[config.mk]
export PLATFORM = sky130hd
export DESIGN_NAME = score_counter
export DESIGN_NICKNAME = d
export VERILOG_FILES = /design/src/rtl/score_counter_pkg.sv /design/src/rtl/score_counter_inc.sv /design/src/rtl/score_counter.sv
export SDC_FILE = /design/constraint.sdc
export NUM_CORES = 1
export LEC_CHECK = 0
export CAP_MARGIN = 5
export CORE_UTILIZATION = 60
export CTS_BUF_LIST = sky130_fd_sc_hd__clkbuf_8
export DETAILED_ROUTE_END_ITERATION = 10
export PLACE_DENSITY = 0.89
export SYNTH_ARGS = -nofsm -noshare
export SYNTH_HDL_FRONTEND = slang
export SYNTH_HIERARCHICAL = 1
export SYNTH_SLANG_ARGS = --single-unit
[constraint.sdc]
create_clock -name clk -period 2.4 [get_ports clk]
set_clock_uncertainty 0.15 [all_clocks]
set_input_delay 0.72 -clock clk [delete_from_list [all_inputs] [get_ports clk]]
set_output_delay 0.72 -clock clk [all_outputs]
set_load 0.005 [all_outputs]
[src/rtl/score_counter_pkg.sv]
// Shared game definitions: FSM state encoding and BCD score limits.
package score_counter_pkg;

  typedef enum logic [1:0] {
    IDLE = 2'd0,
    PLAY = 2'd1,
    DEAD = 2'd2
  } state_t;

  localparam logic [3:0] SCORE_OVF = 4'd10;
  localparam logic [3:0] BCD_MAX   = 4'd9;

endpackage

[src/rtl/score_counter_inc.sv]
// Combinational two-digit BCD increment with overflow to 10/0 and saturation.
import score_counter_pkg::*;

module bcd_score_inc (
  input  logic [3:0] score_1,
  input  logic [3:0] score_0,
  output logic [3:0] next_1,
  output logic [3:0] next_0
);

  logic sat;
  logic ones;
  logic tens;
  logic ovf;

  assign sat  = (score_1 == SCORE_OVF);
  assign ones = !sat && (score_0 < BCD_MAX);
  assign tens = !sat && !ones && (score_1 < BCD_MAX);
  assign ovf  = !sat && !ones && !tens;

  always_comb begin
    next_1 = score_1;
    next_0 = score_0;
    unique case (1'b1)
      sat: ;
      ones: next_0 = score_0 + 4'd1;
      tens: begin
        next_0 = 4'd0;
        next_1 = score_1 + 4'd1;
      end
      ovf: begin
        next_0 = 4'd0;
        next_1 = SCORE_OVF;
      end
      default: ;
    endcase
  end

endmodule

[src/rtl/score_counter.sv]
// Live BCD score tracker: start/point/death FSM feeding the score-record stage.
import score_counter_pkg::*;

module score_counter #(
  parameter logic [31:0] DEAD_HOLD = 32'd50_000_000,
  parameter int          HOLD_W    = 26
) (
  input  logic       clk,
  input  logic       rst,
  input  logic       game_start,
  input  logic       point_evt,
  input  logic       die_evt,
  output logic [3:0] score_0,
  output logic [3:0] score_1,
  output logic       slime_die,
  output logic       playing
);

  localparam logic [HOLD_W-1:0] HOLD_LAST =
    HOLD_W'(DEAD_HOLD - 32'd1);

  state_t            state;
  logic [HOLD_W-1:0] hold;
  logic              point_q;
  logic              die_q;
  logic              point_rise;
  logic              die_rise;
  logic [3:0]        inc_1;
  logic [3:0]        inc_0;

  assign point_rise = point_evt & ~point_q;
  assign die_rise   = die_evt & ~die_q;

  bcd_score_inc u_inc (
    .score_1 (score_1),
    .score_0 (score_0),
    .next_1  (inc_1),
    .next_0  (inc_0)
  );

  // Edge registers reset high so a level already up at release is not an edge.
  always_ff @(posedge clk or posedge rst) begin
    if (rst) begin
      state     <= IDLE;
      hold      <= '0;
      point_q   <= 1'b1;
      die_q     <= 1'b1;
      score_0   <= 4'd0;
      score_1   <= 4'd0;
      slime_die <= 1'b0;
      playing   <= 1'b0;
    end else begin
      point_q   <= point_evt;
      die_q     <= die_evt;
      slime_die <= 1'b0;
      unique case (state)
        IDLE: begin
          if (game_start) begin
            state   <= PLAY;
            playing <= 1'b1;
            score_0 <= 4'd0;
            score_1 <= 4'd0;
          end
        end
        PLAY: begin
          if (die_rise) begin
            state     <= DEAD;
            playing   <= 1'b0;
            slime_die <= 1'b1;
            hold      <= '0;
          end else if (point_rise) begin
            score_0 <= inc_0;
            score_1 <= inc_1;
          end
        end
        DEAD: begin
          if (hold == HOLD_LAST) begin
            state <= IDLE;
            hold  <= '0;
          end else begin
            hold <= hold + HOLD_W'(1);
          end
        end
        default: begin
          state   <= IDLE;
          playing <= 1'b0;
          hold    <= '0;
        end
      endcase
    end
  end

endmodule

==> Yosys cells after proc, flatten, opt, wreduce, memory -nomap -nowiden <==
Cells that the tools add are included.
{ "op_classes": {"addsub": 3, "multipliers": 0, "div": 0, "order_cmp": 2, "eq_ne": 11, "shift": 0, "muxes": 21, "bitwise_logic": 6, "reduce_logical": 15} }
{ "op_table": {"columns": ["cell", "n"], "rows": [
  ["$pmux W26 S3", 1],
  ["$mux W26", 2],
  ["$pmux W4 S2", 4],
  ["$add A26 B1 Y26 const B", 1],
  ["$eq A26 B26 Y1 const B", 1],
  ["$mux W4", 5],
  ["$ne A2 B2 Y1 const B", 5],
  ["$reduce_and A5 Y1", 2],
  ["$add A4 B1 Y4 const B", 2],
  ["$lt A4 B4 Y1 const B", 2],
  ["$mux W2", 3],
  ["$pmux W2 S3", 1],
  ["$reduce_and A3 Y1", 2],
  ["$eq A4 B4 Y1 const B", 1],
  ["$logic_and A1 B1 Y1", 4],
  ["$mux W1", 4],
  ["$not A1 Y1", 4],
  ["$logic_not A1 Y1", 3],
  ["$ne A3 B1 Y1 const B", 1],
  ["$ne A3 B2 Y1 const B", 1],
  ["$pmux W1 S3", 1],
  ["$and A1 B1 Y1", 2],
  ["$eq A2 B1 Y1 const B", 1],
  ["$eq A2 B2 Y1 const B", 1],
  ["other kinds (4)", 4]
]} }
{ "word_totals": {"reg_bits": 40, "latchBits": 0, "ramBits": 0, "romBits": 0, "wordCells": 66, "n_memories": 0} }

==> Longest topological paths before layout <==
{ "logic_depth": {"ltp_word": 13, "mapped_depth": 7, "depth_no_buf": 7} }

==> Modules after synthesis <==
Netlist, hierarchy kept.
{ "by_module_without_submodules": {"columns": ["mod", "instances", "cells_each", "area_per_inst_um2", "seq_area_each_um2"], "rows": [
  ["score_counter", 1, 229, 2129.5, 1003.5],
  ["bcd_score_inc", 1, 35, 284.0, 0.0]
]} }

==> Worst setup path before layout <==
OpenSTA, ideal clock, no wires.
{ "synth_timing": {"kind": "input -> register", "from": "in die_evt", "to": "reg score_1[0]", "t_arrival_ns": 1.832, "required_time_ns": 2.167, "setup_slack_ns": 0.335, "cell_stages": 6, "cell_sequence": "nor2b_1 -> a21o_1 -> nor3_2 -> clkbuf_1 -> nand3_1 -> o21ai_0"} }
{ "synth_between": {"elab_chain_len": 3} }
{ "synth_lines": {"columns": ["item", "line", "text"], "rows": [
  ["start: declaration", "score_counter.sv:12", "input logic die_evt,"],
  ["$and A1 B1 Y1", "score_counter.sv:32", "assign die_rise = die_evt & ~die_q;"],
  ["$ne A2 B2 Y1 (no source line)", null, null],
  ["$reduce_and A5 Y1 (no source line)", null, null],
  ["end signal: assignment", "score_counter.sv:73", "score_1 <= inc_1;"],
  ["end: declaration", "score_counter.sv:14", "output logic [3:0] score_1,"]
]} }
No other way between the ends.
A chain may end at the register's enable or synchronous reset.

==> Final worst setup path <==
{ "layout_timing": {"from": "in die_evt", "to": "reg hold[18]"} }
{ "layout_between": {"elab_chain_len": 3} }
{ "layout_lines": {"columns": ["item", "line", "text"], "rows": [
  ["$and A1 B1 Y1", "score_counter.sv:32", null],
  ["$ne A2 B2 Y1 (no source line)", null, null],
  ["$reduce_and A2 Y1 (no source line)", null, null],
  ["end signal: assignment", "score_counter.sv:81", "hold <= hold + HOLD_W'(1);"],
  ["end: declaration", "score_counter.sv:23", "logic [HOLD_W-1:0] hold;"]
]} }
No other way between the ends.

==> results.toml <==
[finish]
syn_to_final_growth_pct = 15.8
final_util = 0.741
instances_no_fill = 337
insertedDiodeCount = 0
final_area_mm2 = 0.00279
drive_gt1_frac = 0.156
nets = 300

[critical_path]
cp-start-kind = "primary input"
critPathLaunch = "die_evt"
arrival_ns = 2.32
cp.required_ns = 2.44
timing.rr.start = "hold[24]"
path_class = "in2reg"
cp_max_fo = 9
worstSetupEndpointType = "flop"

[synthesis]
synth_cell_types = 56
synth_nets = 276
ys.flop_type = "dfrtp_1"
yosys_register_bits = 40
synth_most_common_cell = "dfrtp_1"
synth_common_cells = "dfrtp_1, inv_1, nand3_1"
avgSynthCellArea_um2 = 9.14
synthTopCellsByArea = "dfrtp_1, nand3_1, nand4_1"
synthArstFlopShare = 1.00
yosysTopAreaCellShare = 0.394
yosysSeqAreaShare = 0.416
synth_area_leader_cell = "dfrtp_1"
synth-edff-count = 0
synth_warnings = 6
syn_inst = 264
netlist_area_mm2 = 0.00241

[sta]
max_freq_mhz = 439
slew_violations = 0
relSlewSlack = 0.594
min_period_ns = 2.28
tns_ns = 0
hold_violations = 0
setup_viol = 0
rsz0062_at_grt = "no"
hold_ws_ns = 0.388
worst_pin_slew_ns = 0.608
period_share = 0.949

[global_routing]
first_global_vias = 1956
antenna_found_initial = 0
grt_max_degree = 41
grt_pass1_wl_um = 9130
grt.total_usage = 0.285
grt_overflow = 0

[cts]
clk_latency_ns = 0.30
ctsHoldBuffers = 0
cts_sinks = 40
cts_tree = "built"
h-tree-depth = 2
cts_max_path_buffers = 2
numCtsBuffers = 5
ctsRootBufferMaster = "clkbuf_8"
post_cts_buffers = 0
cts.clk_slew.worst_paths_ns = 0.08

[route]
first_iter_violations = 153
dr.pass1.iters = 6
vias_per_cell = 6.18
drc = 0
routed_wl_um = 5360
detail_route.wl_per_cell_um = 15.9
vias = 2084
final_antenna_net_count = 0

[job]
drv_cap = 0

[placed_design]
dpl.hpwl_um = 3780
dp_cells = 329
place_congestion = 0.889
dpl_cell_area_mm2 = 0.00266
portBuffers = 14

[power_and_ir_drop]
leakagePower_nw = 1.15
ir_drop_uv = 502
powerDensity_mw_per_mm2 = 799

[floorplanning]
die_area_mm2 = 0.00428
die-height_um = 65.4
die_w_um = 65.4
start_util = 0.640
core_mm2 = 0.00377
io-pin-count = 15
row_count = 22

[run_status]
outcome = "complete, no violations"

[hold_path]
worstHoldStart = "hold[21]"
hp-class = "reg2reg"
final cells by class:
| type | count | area, um2 |
|---|---|---|
| Clock buffer | 7 | 96.3 |
| Clock inverter | 1 | 30.0 |
| Fill cell | 289 | 977 |
| Inverter | 24 | 90.1 |
| Multi-Input combinational cell | 190 | 1260 |
| Sequential cell | 40 | 1000 |
| Tap cell | 48 | 60.1 |
| Timing Repair Buffer | 27 | 250 |
worst max-delay path: stages:
cell and delay, ns:
clkdlybuf4s50_1 0.49, nor2b_1 0.28, a21oi_2 0.20, nor4_1 0.39
xnor2_1 0.17, nor2_1 0.07
power by group:
part	internal [W]	switching, W
registers	0.000759	0.000115
clock network	0.000367	0.000243
logic	0.000327	0.000420
total	0.00145	0.000778
registers in the layout, indices dropped and copies added (netlist names):
register / flops
die_q: 1
hold: 26
playing: 1
point_q: 1
score_0: 4
score_1: 4
slime_die: 1
state: 2
repair_timing:
action | CTS | global route
gates resized for setup | 0 | 1
endpoints found under the setup margin | 0 | 8
hold endpoints to repair | 0 | 0
cell families (layout without fill, tap and decap cells):
kind of cell	count (synthesis)	after routing	synth area share
AOI/OAI and AO/OA	50	50	0.146
DFF	40	40	0.416
buffers and inverters	34	59	0.0622
xor gates and xnor gates	12	12	0.0435
adders and majority gates	7	7	0.0363
muxes	3	3	0.0166
and+or+nand+nor	118	118	0.279
final timing paths:
path / cells after the start / to / slack (ns)
worst max-delay path: 6 / hold[18] / 0.12
worst min-delay path: 1 / hold[21] / 0.39
worst max register to register: 6 / hold[10] / 0.26
worst min register to register: 1 / hold[21] / 0.39
max in group asynchronous: 3 / point_q / 1.22
min in group asynchronous: 3 / score_0[1] / 0.62
stage by stage:
step / setup slack (ns) / total power, W
after floorplan: 0.335 / 0.00132
after global placement: -0.149 / 0.00158
after detailed placement: -0.274 / 0.00161
after CTS: 0.0503 / 0.00222
after global routing: 0.0427 / 0.00235
final: 0.122 / 0.00223
layer usage:
layer,vias to the layer above,global-route usage,part of all wire
li1,989,-,-
met1,975,0.359,0.42
met2,104,0.466,0.49
met3,16,0.0573,0.070
met4,0,0.139,0.023
met5,-,0,0
cells in the final DEF (no fill, tap or decap), types with 2 or more instances in the layout:
cell | netlist | layout
a22o_1 | 3 | 3
nor3_1 | 8 | 8
a31oi_4 | 2 | 2
xor2_1 | 7 | 7
or3_1 | 4 | 4
nor2_1 | 19 | 19
ha_1 | 7 | 7
nor4_1 | 8 | 8
inv_1 | 24 | 24
dfrtp_1 | 38 | 38
nand4_1 | 15 | 15
o21ai_0 | 16 | 16
mux2_4 | 2 | 2
dfstp_2 | 2 | 2
or2_2 | 2 | 2
a31oi_1 | 3 | 3
xnor2_1 | 5 | 5
nand2b_1 | 3 | 3
a21oi_2 | 1 | 2
nand2_1 | 17 | 17
clkdlybuf4s50_1 | 0 | 14
nand3_1 | 21 | 21
and3_1 | 2 | 2
nor2b_1 | 2 | 2
a21o_1 | 3 | 3
or2b_1 | 2 | 2
buf_4 | 1 | 12
clkbuf_8 | 0 | 7
a21oi_1 | 12 | 11
Power figures use the tool's default switching activity.
